File: src/rtl/program_memory_pkg.sv
// Shared sizing defaults, FSM state encoding and address helpers for the
// program memory and its CPU/loader interface.
package program_memory_pkg;

  localparam int DEF_WORD_SIZE     = 16;
  localparam int DEF_MEM_ADDR_SIZE = 5;
  localparam int DEF_MEM_SIZE      = 32;

  localparam logic [1:0] ST_CLEAR = 2'd0;
  localparam logic [1:0] ST_IDLE  = 2'd1;
  localparam logic [1:0] ST_LOAD  = 2'd2;

  // A CPU address is backed by storage only below the populated depth.
  function automatic logic in_range(input int unsigned addr, input int unsigned depth);
    return (addr < depth);
  endfunction

endpackage

File: src/rtl/program_memory_if.sv
// CPU access bus plus the streaming program-load port of the program memory.
// master = CPU core / boot source side, slave = the memory itself.
interface program_memory_if
  import program_memory_pkg::*;
#(
  parameter int WORD_SIZE     = DEF_WORD_SIZE,
  parameter int MEM_ADDR_SIZE = DEF_MEM_ADDR_SIZE
);

  logic                     write_enable;
  logic [MEM_ADDR_SIZE-1:0] address;
  logic [WORD_SIZE-1:0]     data_in;
  logic [WORD_SIZE-1:0]     data_out;
  logic                     mem_ready;

  logic                     load_start;
  logic                     load_valid;
  logic [WORD_SIZE-1:0]     load_data;
  logic                     load_last;
  logic                     load_ready;
  logic                     load_done;
  logic                     load_error;

  modport master (
    output write_enable, address, data_in,
    output load_start, load_valid, load_data, load_last,
    input  data_out, mem_ready,
    input  load_ready, load_done, load_error
  );

  modport slave (
    input  write_enable, address, data_in,
    input  load_start, load_valid, load_data, load_last,
    output data_out, mem_ready,
    output load_ready, load_done, load_error
  );

endinterface

File: src/rtl/program_memory_mem_array.sv
// Single write port storage with a registered read port; a same-cycle write to
// the read address is forwarded so the read returns the new word.
module mem_array #(
  parameter int WORD_SIZE = 16,
  parameter int ADDR_SIZE = 5,
  parameter int DEPTH     = 32
) (
  input  logic                 clock,
  input  logic                 reset_n,
  input  logic                 wr_en,
  input  logic [ADDR_SIZE-1:0] wr_addr,
  input  logic [WORD_SIZE-1:0] wr_data,
  input  logic                 rd_en,
  input  logic                 rd_zero,
  input  logic [ADDR_SIZE-1:0] rd_addr,
  output logic [WORD_SIZE-1:0] rd_data_p1
);

  logic [WORD_SIZE-1:0] mem [DEPTH];
  logic                 fwd_p0;

  assign fwd_p0 = wr_en && (wr_addr == rd_addr);

  always_ff @(posedge clock) begin
    if (wr_en) begin
      mem[wr_addr] <= wr_data;
    end
  end

  // p0 -> p1: read register; holds its value whenever rd_en is low
  always_ff @(posedge clock or negedge reset_n) begin
    if (!reset_n) begin
      rd_data_p1 <= '0;
    end else if (rd_en) begin
      if (rd_zero) begin
        rd_data_p1 <= '0;
      end else if (fwd_p0) begin
        rd_data_p1 <= wr_data;
      end else begin
        rd_data_p1 <= mem[rd_addr];
      end
    end
  end

endmodule

File: src/rtl/program_memory.sv
// CPU instruction/data memory with a post-reset clear sweep and a valid/ready
// program-load stream; the CPU owns the array only while mem_ready is high.
module program_memory
  import program_memory_pkg::*;
#(
  parameter int WORD_SIZE      = DEF_WORD_SIZE,
  parameter int MEM_ADDR_SIZE  = DEF_MEM_ADDR_SIZE,
  parameter int MEM_SIZE       = DEF_MEM_SIZE,
  parameter bit CLEAR_ON_RESET = 1'b1
) (
  input  logic              clock,
  input  logic              reset_n,
  program_memory_if.slave   bus
);

  localparam logic [1:0]               RESET_STATE = CLEAR_ON_RESET ? ST_CLEAR : ST_IDLE;
  localparam logic [MEM_ADDR_SIZE-1:0] LAST_ADDR   = MEM_ADDR_SIZE'(MEM_SIZE - 1);

  logic [1:0]               state;
  logic [1:0]               state_nxt;
  logic [MEM_ADDR_SIZE-1:0] ptr;
  logic [MEM_ADDR_SIZE-1:0] ptr_nxt;

  logic                     cpu_en;
  logic                     cpu_in_range;
  logic                     load_accept;
  logic                     load_beat;
  logic                     load_end;
  logic                     overflow;

  logic                     wr_en;
  logic [MEM_ADDR_SIZE-1:0] wr_addr;
  logic [WORD_SIZE-1:0]     wr_data;

  // mem_ready is the registered image of "state is IDLE", so it also gates the
  // CPU side and stays low for the whole of reset.
  assign cpu_en       = bus.mem_ready;
  assign cpu_in_range = in_range(32'(bus.address), MEM_SIZE);
  assign load_accept  = cpu_en && bus.load_start;
  assign load_beat    = bus.load_ready && bus.load_valid;
  assign load_end     = load_beat && bus.load_last;
  assign overflow     = load_beat && !bus.load_last && (ptr == LAST_ADDR);

  // Write-port owner follows the state: CLEAR sweep, then loader, then CPU.
  always_comb begin
    state_nxt = state;
    ptr_nxt   = ptr;
    wr_en     = 1'b0;
    wr_addr   = bus.address;
    wr_data   = bus.data_in;
    case (state)
      ST_CLEAR: begin
        wr_en   = 1'b1;
        wr_addr = ptr;
        wr_data = '0;
        if (ptr == LAST_ADDR) begin
          state_nxt = ST_IDLE;
          ptr_nxt   = '0;
        end else begin
          ptr_nxt = ptr + 1'b1;
        end
      end
      ST_LOAD: begin
        wr_en   = load_beat;
        wr_addr = ptr;
        wr_data = bus.load_data;
        if (load_end || overflow) begin
          state_nxt = ST_IDLE;
        end else if (load_beat) begin
          ptr_nxt = ptr + 1'b1;
        end
      end
      default: begin
        wr_en = cpu_en && bus.write_enable && cpu_in_range;
        if (load_accept) begin
          state_nxt = ST_LOAD;
          ptr_nxt   = '0;
        end
      end
    endcase
  end

  always_ff @(posedge clock or negedge reset_n) begin
    if (!reset_n) begin
      state          <= RESET_STATE;
      ptr            <= '0;
      bus.mem_ready  <= 1'b0;
      bus.load_ready <= 1'b0;
      bus.load_done  <= 1'b0;
      bus.load_error <= 1'b0;
    end else begin
      state          <= state_nxt;
      ptr            <= ptr_nxt;
      bus.mem_ready  <= (state_nxt == ST_IDLE);
      bus.load_ready <= (state_nxt == ST_LOAD);
      bus.load_done  <= load_end;
      if (load_accept) begin
        bus.load_error <= 1'b0;
      end else if (overflow) begin
        bus.load_error <= 1'b1;
      end
    end
  end

  mem_array #(
    .WORD_SIZE (WORD_SIZE),
    .ADDR_SIZE (MEM_ADDR_SIZE),
    .DEPTH     (MEM_SIZE)
  ) u_mem_array (
    .clock      (clock),
    .reset_n    (reset_n),
    .wr_en      (wr_en),
    .wr_addr    (wr_addr),
    .wr_data    (wr_data),
    .rd_en      (cpu_en),
    .rd_zero    (!cpu_in_range),
    .rd_addr    (bus.address),
    .rd_data_p1 (bus.data_out)
  );

endmodule
File: src/flat_wrapper.sv
// flat-port wrapper written by rule: the top's interface ports become plain ports
module program_memory_flat import program_memory_pkg::*;
#(
  parameter int WORD_SIZE      = DEF_WORD_SIZE,
  parameter int MEM_ADDR_SIZE  = DEF_MEM_ADDR_SIZE,
  parameter int MEM_SIZE       = DEF_MEM_SIZE,
  parameter bit CLEAR_ON_RESET = 1'b1
)
  (clock, reset_n, bus_write_enable, bus_address, bus_data_in, bus_load_start, bus_load_valid, bus_load_data, bus_load_last, bus_data_out, bus_mem_ready, bus_load_ready, bus_load_done, bus_load_error);
  program_memory_if #(.WORD_SIZE(WORD_SIZE), .MEM_ADDR_SIZE(MEM_ADDR_SIZE)) bus_i ();
  input  logic clock;
  input  logic reset_n;
  input wire logic [$bits(bus_i.write_enable)-1:0] bus_write_enable;
  input wire logic [$bits(bus_i.address)-1:0] bus_address;
  input wire logic [$bits(bus_i.data_in)-1:0] bus_data_in;
  input wire logic [$bits(bus_i.load_start)-1:0] bus_load_start;
  input wire logic [$bits(bus_i.load_valid)-1:0] bus_load_valid;
  input wire logic [$bits(bus_i.load_data)-1:0] bus_load_data;
  input wire logic [$bits(bus_i.load_last)-1:0] bus_load_last;
  output wire logic [$bits(bus_i.data_out)-1:0] bus_data_out;
  output wire logic [$bits(bus_i.mem_ready)-1:0] bus_mem_ready;
  output wire logic [$bits(bus_i.load_ready)-1:0] bus_load_ready;
  output wire logic [$bits(bus_i.load_done)-1:0] bus_load_done;
  output wire logic [$bits(bus_i.load_error)-1:0] bus_load_error;
  assign bus_i.write_enable = bus_write_enable;
  assign bus_i.address = bus_address;
  assign bus_i.data_in = bus_data_in;
  assign bus_i.load_start = bus_load_start;
  assign bus_i.load_valid = bus_load_valid;
  assign bus_i.load_data = bus_load_data;
  assign bus_i.load_last = bus_load_last;
  assign bus_data_out = bus_i.data_out;
  assign bus_mem_ready = bus_i.mem_ready;
  assign bus_load_ready = bus_i.load_ready;
  assign bus_load_done = bus_i.load_done;
  assign bus_load_error = bus_i.load_error;
  program_memory #(.WORD_SIZE(WORD_SIZE), .MEM_ADDR_SIZE(MEM_ADDR_SIZE), .MEM_SIZE(MEM_SIZE), .CLEAR_ON_RESET(CLEAR_ON_RESET)) u_core (.clock(clock), .reset_n(reset_n), .bus(bus_i));
endmodule
File: config.mk
export PLATFORM = sky130hd
export DESIGN_NAME = program_memory_flat
export DESIGN_NICKNAME = d
export VERILOG_FILES = /design/src/rtl/program_memory_pkg.sv /design/src/rtl/program_memory_if.sv /design/src/rtl/program_memory_mem_array.sv /design/src/rtl/program_memory.sv /design/src/flat_wrapper.sv
export SDC_FILE = /design/constraint.sdc
export NUM_CORES = 1
export LEC_CHECK = 0
export ABC_AREA = 1
export ABC_CLOCK_PERIOD_IN_PS = 2900
export CAP_MARGIN = 20
export CORE_MARGIN = 10
export CORE_UTILIZATION = 45
export DETAILED_ROUTE_END_ITERATION = 10
export SYNTH_ARGS = -nofsm -noshare
export SYNTH_HDL_FRONTEND = slang
export SYNTH_SLANG_ARGS = --single-unit
File: constraint.sdc
create_clock -name clock -period 2.9 [get_ports clock]
set_input_delay 0.29 -clock clock [delete_from_list [all_inputs] [get_ports clock]]
set_output_delay 0.29 -clock clock [all_outputs]
set_load 0.1 [all_outputs]
==> metrics <==
status=finished clean; die extent in y=247 microns; Post-route DRC=0; DIE AREA=60900 sq um; CP startpoint kind=flop; CP max FO=17; final setup fails=0; worst vdd ir=509 uV; CTS resizes=0; initial antenna violation count=1; FP Rows=83; Yosys top cell area share=66.4%; leading post-synthesis cells by cell area=edfxtp_1, nand2_1, nand3_1, dfrtp_1, inv_1; power per cell area=624 nW/um^2; Ys Warns=0; post-synthesis sequential area ratio=69.3%; vias=16.0k; CP arrival=2.70 ns; Yosys reg bits=539; hold_ws=0.0506 ns; Num CTS Buffers=55; DPL Wire Length=40400 microns; average routed wire per standard cell=21.5 microns; Synth-to-Final Area Change=15.2%; Tot GR Track Use=21.3%; Crit. End Element=flop; clk buf depth=3; clock root cell=clkbuf_16; relative slew slack=28.2%; first-pass GRT wire length=96500 microns; Initial DRC Count=1830; slowest CP cell=dfrtp_1; Final ANT Viol Nets=0; worst slew pin tran=1.08 ns; # hold bufs at CTS=0; GRT met3 Usage=2.13%; DRT Pass-1 Iters=5; DRT Wirelength=64800 microns; die width=247 microns; largest net degree at the start of global routing=94; I/O pin total=63; RSZ-0062 raised after global routing=false; syn avg cell area=10.5 sq um; FMAX=0.416 GHz; fraction of layout cells with a size suffix above 1=8.92%; CTS tree=done; post-CTS setup buffer count=0; max-slew violation count=0; met1 Use GR=29.1%; vias in the first global route=15.4k; Max-Cap Viols=0; GPL Wtd Cong=0.934; Async SR Flop Fraction=5.01%; Syn Nets=2242; minimum clock period=2.40 ns; mapped cell area=23200 sq um; clock latency on the worst-skew pair=0.62 ns; Tcrit/Tclk final=82.9%; Starting Density=45.3%; Core Area=51100 sq um; static leakage=10.8 nW; cell repeated most along the worst path=buf_4; port bufs=62; Final #Nets=2332; number of synthesized flops with an enable pin=512; clock-pin slew on the worst setup and hold paths=0.06 ns; Clock Sinks=539; CP peak stage delay=0.73 ns; Synth Flop Type=edfxtp_1; Hold Fails Final Rpt=0; Setup TNS=0 ns; Post-Synthesis Cells=2197; cell taking the most area after synthesis=edfxtp_1; crit-path cells=inv_2, o21ai_0, nand3_1, buf_4, nor2_1, buf_4; Layout Skew=0.0297 ns; FILL cells=4544; GRT busiest layer=met2; Hold/Removal Path Class=input port to asynchronous set/reset pin; H-Tree Depth=2; post-synthesis cell type count=27; WP data required=3.20 ns; GRT overflow=0; mean number of vias per cell=5.31; met2 Use GR=35.4%; Setup CP Type=flop to flop
==> synthesized netlist by cell type (13+ instances only) <==
library cell  count
a21oi_1          22
a22o_1           16
buf_1            16
buf_2            44
buf_4            13
buf_6            14
clkbuf_1         35
dfrtp_1          27
edfxtp_1        512
inv_1           180
nand2_1         832
nand3_1         349
nand4_1          14
nor2_1           85
o21ai_0          16
==> layout make-up <==
type	count	area, sq um	share of cell area [%]
flip-flops and latches	539	16100	60.2
multi-input cells	1352	5750	21.6
repair buffers	155	1530	5.73
clock buffers	66	1450	5.43
well taps	680	851	3.19
inverters	184	701	2.63
clock inverters	36	337	1.26
diodes	2	5.00	0.0188
==> cells by family after synthesis <==
| logic type | share of synthesized area [%] |
|---|---|
| flip-flops | 69.3 |
| AO/OA/AOI/OAI | 1.64 |
| adder cells (fa/ha/maj) | 0.108 |
| buffers and inverters | 5.86 |
| AND/OR/NAND/NOR | 23.1 |
==> cells in the final DEF (no fill, tap or decap), types with 22 or more instances in the layout <==
cell             instances
a21oi_1                 22
buf_4                   93
clkbuf_16               56
clkdlybuf4s50_1         39
dfrtp_1                 27
edfxtp_1               512
inv_1                  178
nand2_1                832
nand3_1                349
nor2_1                  85
==> report_power, final <==
group	switching (mW)	total (mW)	internal (mW)
Clock	2.96	7.04	4.08
Combinational	0.773	1.08	0.308
Sequential	0	8.51	8.51
==> worst paths after layout <==
check                                           start  slack [ns]                               end  cells after the start
min in group clock                      bus_load_last        0.28              u_core.bus.load_done                      3
worst max register to register        u_core.state[0]        0.50      u_core.u_mem_array.mem[8][7]                      6
worst min-delay path                          reset_n        0.05  u_core.u_mem_array.rd_data_p1[1]                      2
worst max-delay path                  u_core.state[0]        0.50      u_core.u_mem_array.mem[8][7]                      6
worst min register to register  u_core.bus.load_error        0.52             u_core.bus.load_error                      2
max in group asynchronous                     reset_n        2.55                     u_core.ptr[4]                      2
==> flip-flops by register name, indices dropped and copies added (netlist names) <==
| signal | count |
|---|---|
| u_core.u_mem_array.mem | 512 |
| u_core.bus.load_ready | 1 |
| u_core.ptr | 5 |
| u_core.bus.load_done | 1 |
| u_core.u_mem_array.rd_data_p1 | 16 |
| u_core.bus.load_error | 1 |
| u_core.state | 2 |
| u_core.bus.mem_ready | 1 |
==> per-stage QoR <==
step	util (%)	setup WS [ns]	instances	total power [mW]	instance area [sq um]
final	52.2	0.496	3014	16.6	26700
after global routing	52.2	0.357	3012	17.1	26700
after CTS	52.2	0.558	3012	16.7	26700
after detailed placement	48.7	0.529	2910	9.75	24900
after global placement	48.7	0.503	2910	9.74	24900
after floorplan	-	0.105	2197	9.26	23200
==> routing by layer <==
metal	routed length (microns)	up-vias
met5	0	-
met4	1840	0
met3	4460	110
met2	31800	591
met1	26700	7768
li1	-	7528
==> critical path, delay by kind of cell (launching register included) <==
family / cells / cell delay [ns]
DFF: 1 / 0.73
and+or+nand+nor: 2 / 0.31
buffers and inverters: 3 / 0.70
AOI/OAI and AO/OA: 1 / 0.35
Power figures use the tool's default switching activity.
